File: src/rtl/echo_pkg.sv
// echo_pkg: FSM state type and default parameters for the ultrasonic echo receiver.
package echo_pkg;
    typedef enum logic [2:0] {IDLE, ARM, WAIT_RISE, MEASURE, DONE} state_t;
    localparam int DEF_CYC_PER_CM = 2900;
    localparam int DEF_TIMEOUT    = 1900000;
    localparam int DEF_CRASH_CM   = 20;
    localparam int DEF_CONFIRM    = 3;
endpackage

File: src/rtl/sync2.sv
// sync2: two-flop synchroniser for a single asynchronous bit.
module sync2 (
    input  logic clk,
    input  logic rst,
    input  logic d,
    output logic q
);
    logic [1:0] ff_q, ff_d;
    assign ff_d = {ff_q[0], d};
    assign q = ff_q[1];
    always_ff @(posedge clk or negedge rst) begin
        if (!rst) ff_q <= '0;
        else ff_q <= ff_d;
    end
endmodule

File: src/rtl/echo_receive.sv
// echo_receive: times a sensor echo pulse into centimetres and flags near objects.
// Define ECHO_FILTER_EN to require CONFIRM consecutive close results before crash rises.
module echo_receive
    import echo_pkg::*;
#(
    parameter int CYC_PER_CM = DEF_CYC_PER_CM,
    parameter int TIMEOUT    = DEF_TIMEOUT,
    parameter int CRASH_CM   = DEF_CRASH_CM,
    parameter int CONFIRM    = DEF_CONFIRM
) (
    input  logic        clk,
    input  logic        rst,
    input  logic        trig,
    input  logic        echo,
    output logic [15:0] dist_cm,
    output logic        valid,
    output logic        timeout_err,
    output logic        crash
);
    localparam int SW = CYC_PER_CM > 1 ? $clog2(CYC_PER_CM) : 1;
    localparam int TW = $clog2(TIMEOUT + 1);
    logic echo_s, rise, fall, tmo_hit, wrap, close;
    state_t state_q, state_d;
    logic echo_prev_q;
    logic [SW-1:0] sub_q, sub_d;
    logic [15:0] cm_q, cm_d, dist_q, dist_d;
    logic [TW-1:0] tmo_q, tmo_d;
    logic valid_q, valid_d, terr_q, terr_d, crash_q, crash_d;
`ifdef ECHO_FILTER_EN
    localparam int RW = $clog2(CONFIRM + 1);
    logic [RW-1:0] run_q, run_d;
`endif

    sync2 u_sync (.clk(clk), .rst(rst), .d(echo), .q(echo_s));

    assign rise    = echo_s & ~echo_prev_q;
    assign fall    = ~echo_s & echo_prev_q;
    assign tmo_hit = tmo_q == TW'(TIMEOUT - 1);
    assign wrap    = sub_q == SW'(CYC_PER_CM - 1);
    assign close   = cm_q < 16'(CRASH_CM);

    always_comb begin
        state_d = state_q;
        sub_d   = sub_q;
        cm_d    = cm_q;
        tmo_d   = tmo_q;
        dist_d  = dist_q;
        valid_d = 1'b0;
        terr_d  = 1'b0;
        crash_d = crash_q;
`ifdef ECHO_FILTER_EN
        run_d   = run_q;
`endif
        case (state_q)
            IDLE: state_d = trig ? ARM : IDLE;
            ARM: begin
                tmo_d   = '0;
                state_d = trig ? ARM : WAIT_RISE;
            end
            WAIT_RISE: begin
                if (trig) begin
                    state_d = ARM;
                end else if (rise) begin
                    state_d = MEASURE;
                    sub_d   = '0;
                    cm_d    = '0;
                    tmo_d   = '0;
                end else if (tmo_hit) begin
                    state_d = IDLE;
                    terr_d  = 1'b1;
                end else begin
                    tmo_d = tmo_q + 1'b1;
                end
            end
            MEASURE: begin
                if (trig) begin
                    state_d = ARM;
                end else begin
                    // the falling-edge cycle still counts, so N synced high cycles give N ticks
                    sub_d = wrap ? '0 : sub_q + 1'b1;
                    cm_d  = (wrap && cm_q != 16'hFFFF) ? cm_q + 16'd1 : cm_q;
                    if (fall) begin
                        state_d = DONE;
                    end else if (tmo_hit) begin
                        state_d = IDLE;
                        terr_d  = 1'b1;
                    end else begin
                        tmo_d = tmo_q + 1'b1;
                    end
                end
            end
            DONE: begin
                if (trig) begin
                    state_d = ARM;
                end else begin
                    state_d = IDLE;
                    valid_d = 1'b1;
                    dist_d  = cm_q;
`ifdef ECHO_FILTER_EN
                    run_d   = !close ? '0 : (run_q == RW'(CONFIRM) ? run_q : run_q + 1'b1);
                    crash_d = run_d == RW'(CONFIRM);
`else
                    crash_d = close;
`endif
                end
            end
            default: state_d = IDLE;
        endcase
    end

    always_ff @(posedge clk or negedge rst) begin
        if (!rst) begin
            state_q     <= IDLE;
            echo_prev_q <= 1'b0;
            sub_q       <= '0;
            cm_q        <= '0;
            tmo_q       <= '0;
            dist_q      <= '0;
            valid_q     <= 1'b0;
            terr_q      <= 1'b0;
            crash_q     <= 1'b0;
`ifdef ECHO_FILTER_EN
            run_q       <= '0;
`endif
        end else begin
            state_q     <= state_d;
            echo_prev_q <= echo_s;
            sub_q       <= sub_d;
            cm_q        <= cm_d;
            tmo_q       <= tmo_d;
            dist_q      <= dist_d;
            valid_q     <= valid_d;
            terr_q      <= terr_d;
            crash_q     <= crash_d;
`ifdef ECHO_FILTER_EN
            run_q       <= run_d;
`endif
        end
    end

    assign dist_cm     = dist_q;
    assign valid       = valid_q;
    assign timeout_err = terr_q;
    assign crash       = crash_q;
endmodule

File: config.mk
export PLATFORM = sky130hd
export DESIGN_NAME = echo_receive
export DESIGN_NICKNAME = d
export VERILOG_FILES = /design/src/rtl/echo_pkg.sv /design/src/rtl/sync2.sv /design/src/rtl/echo_receive.sv
export SDC_FILE = /design/constraint.sdc
export NUM_CORES = 1
export LEC_CHECK = 0
export CAP_MARGIN = 10
export CORE_AREA = 2 2 84 86
export CTS_BUF_LIST = sky130_fd_sc_hd__clkbuf_4 sky130_fd_sc_hd__clkbuf_8
export DETAILED_ROUTE_END_ITERATION = 8
export DIE_AREA = 0 0 86 88
export DONT_BUFFER_PORTS = 1
export PLACE_DENSITY = 0.84
export SLEW_MARGIN = 20
export SYNTH_ARGS = -nofsm -noshare
export SYNTH_HDL_FRONTEND = slang
export SYNTH_SLANG_ARGS = --single-unit
File: constraint.sdc
create_clock -name clk -period 5.9 [get_ports clk]
set_input_delay 0.59 -clock clk [delete_from_list [all_inputs] [get_ports clk]]
set_output_delay 0.59 -clock clk [all_outputs]
set_load 0.05 [all_outputs]
==> parameters.txt, run 1 <==
Parameter                              Value

Drt
  Pre-antenna DRT Iters ... 6
  Average vias per placed instance ... 6.49
  Antenna-violating nets left ... 0
  DRC violation count after routing ... 0
  Initial detailed-routing violation count ... 228
  Average wire per cell in the routed design ... 16.8 um
  Aggregate routed wire length ... 7960 um
  Overall via count from detail_route ... 3071

Global route
  First-pass GRT wire length ... 13900 um
  Vias in the first global route ... 2941
  Pin count of the biggest net entering global routing ... 75
  Total global routing track utilization ... 23.1%
  Overflow left after global routing ... 0
  Number of antenna violations at the first check in global routing ... 0

Floorplanning
  Top Ports ... 23
  Floorplan core area ... 6640 um2
  Die ar. ... 7570 um2
  Die boundary width ... 86 um
  Die Span Y ... 88 um
  Initial Utilization ... 58.7%
  Cell Rows ... 30

STA
  RSZ-0062 raised after global routing ... false
  Maximum operating frequency ... 361 MHz
  Post-route fraction of the period consumed by the critical path ... 47.0%
  Worst-case clock skew ... 0.00889 ns
  Final setup fails ... 0
  Final hold viol count ... 0
  Shortest period the worst path allows ... 2.77 ns
  Max-Slew Margin vs Limit ... 28.5%
  Max-slew violations ... 0
  Post-route setup TNS ... 0 ns
  Worst-Margin Slew ... 1.07 ns

Setup path
  CP bufs+invs ... 1
  Critical path startpoint category ... register
  CP max FO ... 28
  Worst endpoint required time ... 6.17 ns
  Slowest-stage cell, CP ... sky130_fd_sc_hd__dfrtp_1
  Maximum cell stage delay along the critical path ... 0.87 ns
  Data arrival time of the worst path ... 3.04 ns
  Worst path top cell family by delay ... compound AO/OA/AOI/OAI gates
  Worst setup path class ... reg -> reg
  Critical Path End Type ... register
  Cells along the critical path ... inv_1 -> a21boi_1 -> nand3_1 -> or3_1 -> o21ai_0

Layout
  Utilization after layout ... 62.7%
  Leading cell type in the layout, fill and taps excluded ... sky130_fd_sc_hd__dfrtp_1
  Final instance count without filler cells ... 473
  Layout filler cell count ... 524
  Fraction of layout instances using a drive strength above 1 ... 13.0%
  Number of antenna cells inserted ... 0
  Leading cell types in the layout, fill and taps excluded ... sky130_fd_sc_hd__dfrtp_1 (74), sky130_fd_sc_hd__nand2_1 (39), sky130_fd_sc_hd__nor2_1 (28), sky130_fd_sc_hd__nand3_1 (26), sky130_fd_sc_hd__o21ai_0 (23)
  Layout overhead on the synthesized area ... 6.83%
  Number of nets in the layout ... 396

Pwr
  Total power ... 1150 uW
  Max IR drop VDD ... 0.175 mV
  P_leak ... 0.00169 uW
  Power per cell area ... 275 nW/um2

Clock tree
  Largest buffer count on any clock path ... 2
  Clock-pin slew on the worst setup and hold paths ... 0.08 ns
  Post-CTS setup buffer count ... 0
  TritonCTS clock tree ... yes
  Clock buffers created by TritonCTS ... 9
  Clk sink count ... 74
  Source-to-sink clock delay at the later pin of the worst-skew pair ... 0.35 ns
  Cell at the root of the clock tree ... sky130_fd_sc_hd__clkbuf_8
  Max H-tree Level ... 3

Synthesis
  Cell variety after synth ... 53
  Main synth FF type ... sky130_fd_sc_hd__dfrtp_1
  Post-synthesis sequential area ratio ... 47.5%
  Post-synthesis net count ... 402
  Post-synth design cell area ... 3900 um2
  Cells after Synth ... 395
  FF+latch count, synth ... 74
  EDFF count, synth ... 0
  Synth async-reset ratio ... 100%
  Mean instance size in the synthesized netlist ... 9.88 um2
  Syn. warnings ... 0

Placed design
  Global placement routability congestion ... 0.830
  Final HPWL from detailed placement ... 5200 um
  Number of port buffers ... 0
  Placed Cells incl. Taps ... 457

Run
  Max Cap Violations ... 0

Min path
  Worst hold-check path type ... in -> async

Status
  Status ... complete, no violations
[sequential cells by signal, summed over array words and instances, names as in the netlist]
register	cells
cm_q	16
echo_prev_q	1
dist_cm	16
valid	1
sub_q	12
tmo_q	21
timeout_err	1
state_q	3
u_sync.ff_q	2
crash	1
[layer usage]
metal | GRT usage [%] | routed length, um
met2 | 35.7 | 3720
met4 | 11.7 | 187
met5 | 0 | 0
met1 | 31.8 | 3690
met3 | 3.86 | 358
[logic make-up (layout without fill, tap and decap cells)]
| kind of cell | Yosys count | after routing | synth area share, % |
|---|---|---|---|
| adder cells (fa/ha/maj) | 3 | 3 | 0.962 |
| flip-flops | 74 | 74 | 47.5 |
| XOR/XNOR | 15 | 15 | 3.37 |
| multiplexers | 19 | 19 | 5.39 |
| AND/OR/NAND/NOR | 173 | 173 | 24.6 |
| AO/OA/AOI/OAI | 82 | 82 | 15.2 |
| buffers and inverters | 29 | 27 | 3.11 |
[synth_stat cells (7+ instances only)]
cell type	number	area, um2
sky130_fd_sc_hd__dfrtp_1	74	1850
sky130_fd_sc_hd__nand2_1	39	146
sky130_fd_sc_hd__nor2_1	28	105
sky130_fd_sc_hd__nand3_1	26	130
sky130_fd_sc_hd__o21ai_0	24	120
sky130_fd_sc_hd__mux2_2	16	180
sky130_fd_sc_hd__clkbuf_1	13	48.8
sky130_fd_sc_hd__xnor2_1	13	114
sky130_fd_sc_hd__a21oi_1	11	55.1
sky130_fd_sc_hd__a31oi_1	11	68.8
sky130_fd_sc_hd__and3_1	9	56.3
sky130_fd_sc_hd__nor4_1	9	56.3
sky130_fd_sc_hd__o211ai_1	9	67.6
sky130_fd_sc_hd__or3_1	9	56.3
sky130_fd_sc_hd__inv_1	8	30.0
sky130_fd_sc_hd__nand4_1	8	50.1
sky130_fd_sc_hd__nand2b_1	7	43.8
sky130_fd_sc_hd__nor3_1	7	35.0
[power breakdown]
part	total [uW]	internal, uW	switching (uW)	leakage (uW)
clock network	384	203	181	0.0000941
registers	638	544	94.4	0.000969
logic	125	48.9	76.5	0.000623
[what timing repair did]
item                                   4_1_cts  5_1_grt
gates resized for setup                      0        0
endpoints found under the hold margin       74        0
hold buffers                                 1        0
[through the flow]
| stage | setup slack [ns] | hold WS (ns) | area [um2] |
|---|---|---|---|
| final | 3.13 | 0.120 | 4170 |
| after global routing | 2.87 | 0.149 | 4170 |
| after CTS | 3.16 | 0.135 | 4160 |
| after detailed placement | 3.19 | 0.296 | 3940 |
| after global placement | 3.33 | 0.296 | 3940 |
| after floorplan | 3.85 | 0.294 | 3900 |
[path summary, 6_finish.rpt]
kind,start,endpoint,slack [ns],depth (start not counted)
hold / removal,rst,tmo_q[9]$_DFFE_PN0P_,0.12,1
setup reg to reg,state_q[0]$_DFF_PN0_,sub_q[8]$_DFFE_PN0P_,3.13,5
min in group clk,echo,u_sync.ff_q[0]$_DFF_PN0_,0.27,0
max in group asynchronous,rst,dist_cm[9]$_DFFE_PN0P_,5.47,1
setup / recovery,state_q[0]$_DFF_PN0_,sub_q[8]$_DFFE_PN0P_,3.13,5
hold reg to reg,u_sync.ff_q[0]$_DFF_PN0_,u_sync.ff_q[1]$_DFF_PN0_,0.35,0
[cell type report]
cell class              count  area, um2  area share (%)
clock buffers              10        138            3.30
clock inverters             5       55.1            1.32
inverters                   8       30.0           0.720
multi-input cells         292       1940            46.6
flip-flops and latches     74       1850            44.4
well taps                  80        100            2.40
repair buffers              4       50.0            1.20
Note: power is estimated with default switching activity, not from simulation.
==> run 2, diff against run 1 <==
==> constraint.sdc (replaced) <==
create_clock -name clk -period 2.76 [get_ports clk]
set_input_delay 0.276 -clock clk [delete_from_list [all_inputs] [get_ports clk]]
set_output_delay 0.276 -clock clk [all_outputs]
set_load 0.05 [all_outputs]
==> parameters.txt, run 2 (synthesized netlist as in run 1, its figures left out) <==
Parameter                              Value

Clock tree
  Source-to-sink clock delay at the later pin of the worst-skew pair ... 0.36 ns
  Clock buffers created by TritonCTS ... 9
  Clock-pin slew on the worst setup and hold paths ... 0.07 ns
  Cell at the root of the clock tree ... sky130_fd_sc_hd__clkbuf_8
  Largest buffer count on any clock path ... 2
  Clk sink count ... 74
  Max H-tree Level ... 3
  TritonCTS clock tree ... yes

Pwr
  P_leak ... 0.00173 uW
  Power per cell area ... 590 nW/um2
  Max IR drop VDD ... 0.307 mV

Global route
  First-pass GRT wire length ... 14500 um
  Pin count of the biggest net entering global routing ... 75
  Top Usage Layer GRT ... met2
  GR Util met2 ... 36.8%
  Total global routing track utilization ... 24.4%
  Number of antenna violations at the first check in global routing ... 0
  Overflow left after global routing ... 0
  Met1 layer usage reported by global route ... 33.7%
  Met3 usage ... 6.13%
  Vias in the first global route ... 2957

STA
  Max-slew violations ... 0
  Post-route setup TNS ... 0 ns
  RSZ-0062 raised after global routing ... false
  Worst-case clock skew ... 0.00716 ns
  Final setup fails ... 0
  Shortest period the worst path allows ... 2.31 ns
  Post-route fraction of the period consumed by the critical path ... 83.8%
  Worst-Margin Slew ... 0.990 ns
  Maximum operating frequency ... 432 MHz
  Max-Slew Margin vs Limit ... 33.8%
  Final hold viol count ... 0

Layout
  Layout overhead on the synthesized area ... 8.27%
  Number of antenna cells inserted ... 0
  Number of nets in the layout ... 404
  Register containing the most flip-flops in the final layout ... tmo_q
  Utilization after layout ... 63.6%
  Largest register FFs ... 21
  Layout filler cell count ... 538
  Fraction of layout instances using a drive strength above 1 ... 13.7%
  Leading cell types in the layout, fill and taps excluded ... sky130_fd_sc_hd__dfrtp_1 (74), sky130_fd_sc_hd__nand2_1 (39), sky130_fd_sc_hd__nor2_1 (28), sky130_fd_sc_hd__nand3_1 (26), sky130_fd_sc_hd__o21ai_0 (23)
  Leading cell type in the layout, fill and taps excluded ... sky130_fd_sc_hd__dfrtp_1
  Area used by multi-input combinational logic ... 1940 um2
  Combined flip-flop and latch cell area ... 1850 um2

Floorplanning
  Top Ports ... 23
  Floorplan core area ... 6640 um2
  Die boundary width ... 86 um
  Die Span Y ... 88 um
  Die ar. ... 7570 um2
  Initial Utilization ... 58.7%
  Cell Rows ... 30

Drt
  Average vias per placed instance ... 6.60
  Overall via count from detail_route ... 3173
  DRC violation count after routing ... 0
  Initial detailed-routing violation count ... 278
  Pre-antenna DRT Iters ... 5
  Average wire per cell in the routed design ... 17.7 um
  Antenna-violating nets left ... 0
  Aggregate routed wire length ... 8500 um

Status
  Status ... complete, no violations

Setup path
  Critical path startpoint category ... register
  Critical Path End Type ... register
  Worst endpoint required time ... 3.04 ns
  CP max FO ... 17
  Data arrival time of the worst path ... 2.59 ns
  Worst setup path class ... reg -> reg

Placed design
  Final HPWL from detailed placement ... 5580 um
  Global placement routability congestion ... 0.873
  Number of port buffers ... 0

Run
  Max Cap Violations ... 0

Min path
  Worst hold-check path type ... in -> reg
-- run 2: cell count changes in the layout (fill, tap and decap cells not counted), moves of 2 or more --
cell                            previous run  this run
sky130_fd_sc_hd__buf_4                     3         9
sky130_fd_sc_hd__dlygate4sd3_1             0         2
sky130_fd_sc_hd__clkbuf_4                  0         2
sky130_fd_sc_hd__clkinvlp_4                2         0
-- run 2: cell type report --
class	instances	share of cell area, %
tap	80	2.37
timing repair buffer	12	2.72
inverter	8	0.711
multi-input combinational	292	45.8
sequential	74	43.8
clock inverter	3	0.948
clock buffer	12	3.61
-- run 2: per-stage QoR --
step	power, uW	hold slack (ns)	instance area, um2	setup slack (ns)	instances
final	2490	0.0652	4230	0.447	481
after global routing	2620	0.0924	4230	0.251	481
after CTS	2500	0.0569	4230	0.481	481
after detailed placement	1630	-0.0181	3990	0.491	463
after global placement	1620	-0.0179	3990	0.595	463
after floorplan	1560	-0.0196	3900	0.705	395
-- run 2: report_power, final --
| group | switching, uW | leakage [uW] | internal (uW) | total (uW) |
|---|---|---|---|---|
| logic | 180 | 0.000660 | 111 | 291 |
| clock network | 389 | 0.000103 | 455 | 843 |
| registers | 195 | 0.000969 | 1160 | 1360 |
| total | 764 | 0.00173 | 1730 | 2490 |
-- run 2: critical path, stage by stage (launching register included) --
cell	delay, ns
sky130_fd_sc_hd__dfrtp_1	0.50
sky130_fd_sc_hd__nor3b_2	0.39
sky130_fd_sc_hd__a2bb2oi_1	0.34
sky130_fd_sc_hd__a31o_2	0.42
sky130_fd_sc_hd__or4_1	0.43
sky130_fd_sc_hd__a21oi_1	0.16
-- run 2: path summary, 6_finish.rpt --
kind	startpoint	end	slack (ns)	cells after the start
min	trig	state_q[0]$_DFF_PN0_	0.07	2
min reg2reg	u_sync.ff_q[0]$_DFF_PN0_	u_sync.ff_q[1]$_DFF_PN0_	0.35	0
max reg2reg	state_q[1]$_DFF_PN0_	tmo_q[5]$_DFFE_PN0P_	0.45	5
max in group asynchronous	rst	dist_cm[11]$_DFFE_PN0P_	2.00	2
min in group asynchronous	rst	timeout_err$_DFF_PN0_	0.46	2
max	state_q[1]$_DFF_PN0_	tmo_q[5]$_DFFE_PN0P_	0.45	5
-- run 2: what timing repair did --
| action | CTS | global route |
|---|---|---|
| hold buffers | 3 | 0 |
| resized for setup | 0 | 0 |
| setup buffers | 0 | 0 |
| endpoints found under the hold margin | 75 | 0 |
-- run 2: per-layer routing --
layer | wire, um | vias to the layer above | part of all wire (%)
met5 | 0 | - | 0
met4 | 187 | 0 | 2.2
met3 | 444 | 20 | 5.2
met2 | 4050 | 111 | 48
met1 | 3820 | 1573 | 45
li1 | - | 1469 | -
==> run 3, diff against run 2 <==
==> constraint.sdc (replaced) <==
create_clock -name clk -period 2.24 [get_ports clk]
set_input_delay 0.224 -clock clk [delete_from_list [all_inputs] [get_ports clk]]
set_output_delay 0.224 -clock clk [all_outputs]
set_load 0.05 [all_outputs]
==> parameters.txt, run 3 (synthesized netlist as in run 1, its figures left out) <==
Parameter                              Value

Floorplanning
  Die ar. ... 7570 um2
  Cell Rows ... 30
  Top Ports ... 23
  Initial Utilization ... 58.7%
  Floorplan core area ... 6640 um2
  Die Span Y ... 88 um
  Die boundary width ... 86 um

Setup path
  Slowest-stage cell, CP ... sky130_fd_sc_hd__or4_4
  Startpoint of the worst register-to-register path ... sub_q[0]$_DFFE_PN0P_
  Cells along the critical path ... ha_1 -> nand2b_1 -> or4_4 -> a21o_1 -> a21oi_2 -> mux2i_1
  R2R Setup Slk ... 0.10 ns
  CP max FO ... 12
  Worst endpoint required time ... 2.52 ns
  Worst Reg2Reg Path Length in Cells ... 6
  Data arrival time of the worst path ... 2.41 ns
  Reg-to-Reg End ... cm_q[1]$_DFFE_PN0P_
  Maximum cell stage delay along the critical path ... 0.69 ns
  Critical path startpoint category ... register
  Critical Path End Type ... register
  Worst setup path class ... reg -> reg

Status
  Status ... complete, no violations

Min path
  Worst hold stages ... 3
  Worst hold-check path type ... in -> reg
  Endpoint of the worst hold path ... state_q[1]$_DFF_PN0_
  Hold wc startpoint ... trig

Clock tree
  TritonCTS clock tree ... yes
  Source-to-sink clock delay at the later pin of the worst-skew pair ... 0.35 ns
  Clock buffers created by TritonCTS ... 9
  Largest buffer count on any clock path ... 2
  Max H-tree Level ... 3
  Clock-pin slew on the worst setup and hold paths ... 0.08 ns
  Cell at the root of the clock tree ... sky130_fd_sc_hd__clkbuf_8
  Clk sink count ... 74

Pwr
  P_leak ... 0.00183 uW
  Power per cell area ... 731 nW/um2
  Total power ... 3220 uW
  Max IR drop VDD ... 0.512 mV

Run
  Max Cap Violations ... 0

Global route
  Overflow left after global routing ... 0
  Total global routing track utilization ... 24.6%
  First-pass GRT wire length ... 14600 um
  Number of antenna violations at the first check in global routing ... 0
  Vias in the first global route ... 3109
  Pin count of the biggest net entering global routing ... 75

STA
  Worst setup slack after layout ... 0.104 ns
  Max-Slew Margin vs Limit ... 67.6%
  Final worst hold slack ... 0.0894 ns
  Post-route setup TNS ... 0 ns
  Post-route fraction of the period consumed by the critical path ... 95.4%
  Final setup fails ... 0
  Maximum operating frequency ... 468 MHz
  Final hold viol count ... 0
  Max-slew violations ... 0
  Worst-case clock skew ... 0.0123 ns
  Shortest period the worst path allows ... 2.14 ns
  Worst-Margin Slew ... 0.486 ns

Drt
  DRC violation count after routing ... 0
  Initial detailed-routing violation count ... 203
  Average vias per placed instance ... 6.54
  Average wire per cell in the routed design ... 17.8 um
  Overall via count from detail_route ... 3256
  Pre-antenna DRT Iters ... 5
  Antenna-violating nets left ... 0
  Aggregate routed wire length ... 8890 um

Layout
  Number of antenna cells inserted ... 0
  Leading cell types in the layout, fill and taps excluded ... sky130_fd_sc_hd__dfrtp_1 (74), sky130_fd_sc_hd__nand2_1 (38), sky130_fd_sc_hd__nor2_1 (28), sky130_fd_sc_hd__nand3_1 (26)
  Fraction of layout instances using a drive strength above 1 ... 17.5%
  Leading cell type in the layout, fill and taps excluded ... sky130_fd_sc_hd__dfrtp_1
  Layout filler cell count ... 494
  Register containing the most flip-flops in the final layout ... tmo_q
  Number of nets in the layout ... 420
  Area used by multi-input combinational logic ... 1960 um2
  Layout overhead on the synthesized area ... 12.9%
  Largest register FFs ... 21
  Combined flip-flop and latch cell area ... 1850 um2
  Final instance count without filler cells ... 498

Placed design
  Worst slack after detailed placement ... 0.0194 ns
  Placed Cells incl. Taps ... 477
  Number of port buffers ... 0
  Final HPWL from detailed placement ... 5730 um
  Global placement routability congestion ... 0.883
run 3: metrics by stage:
step	utilization (%)	area (um2)
after CTS	66.0	4390
final	66.3	4410
after detailed placement	61.6	4090
after global routing	66.3	4410
after global placement	61.6	4090
after floorplan	-	3900
run 3: how the worst max path moves through the flow:
stage / endpoint / cells past startpoint / slack (ns) / from
global placement: cm_q[11]$_DFFE_PN0P_ / 5 / 0.17 / sub_q[3]$_DFFE_PN0P_
finish: cm_q[1]$_DFFE_PN0P_ / 6 / 0.10 / sub_q[0]$_DFFE_PN0P_
CTS: tmo_q[0]$_DFFE_PN0P_ / 6 / 0.08 / tmo_q[9]$_DFFE_PN0P_
global route: cm_q[12]$_DFFE_PN0P_ / 6 / -0.01 / cm_q[3]$_DFFE_PN0P_
floorplan: cm_q[13]$_DFFE_PN0P_ / 6 / 0.19 / sub_q[5]$_DFFE_PN0P_
detailed placement: tmo_q[3]$_DFFE_PN0P_ / 5 / 0.02 / tmo_q[9]$_DFFE_PN0P_
run 3: power breakdown:
part | leakage [uW] | switching [uW] | internal (uW)
sequential | 0.000969 | 227 | 1430
combinational | 0.000742 | 246 | 176
clock | 0.000114 | 489 | 651
run 3: what timing repair did:
item,in CTS,in global routing
endpoints found under the hold margin,76,0
endpoints found under the setup margin,1,9
pin swaps,1,0
setup buffers,1,0
hold buffers,4,0
gates resized for setup,0,3
run 3: worst max-delay path: cells and delay by family (launching register included):
family | cells | cell delay [ns]
fa+ha+maj | 1 | 0.21
simple gates | 2 | 0.82
compound gates | 2 | 0.44
flops | 1 | 0.38
mux | 1 | 0.21
run 3: layer usage:
| metal | vias to the layer above | track usage [%] | part of all wire (%) |
|---|---|---|---|
| met4 | 0 | 11.0 | 2.2 |
| met1 | 1611 | 32.7 | 44 |
| met2 | 118 | 38.9 | 49 |
| met5 | - | 0 | 0 |
| li1 | 1505 | - | - |
| met3 | 22 | 5.28 | 5.2 |
run 3: area by class of cell:
cell class / count / area share (%)
clock buffer: 11 / 3.15
clock inverter: 5 / 1.79
inverter: 8 / 0.682
multi-input combinational: 292 / 44.4
sequential: 74 / 42.0
tap: 80 / 2.27
timing repair buffer: 28 / 5.68
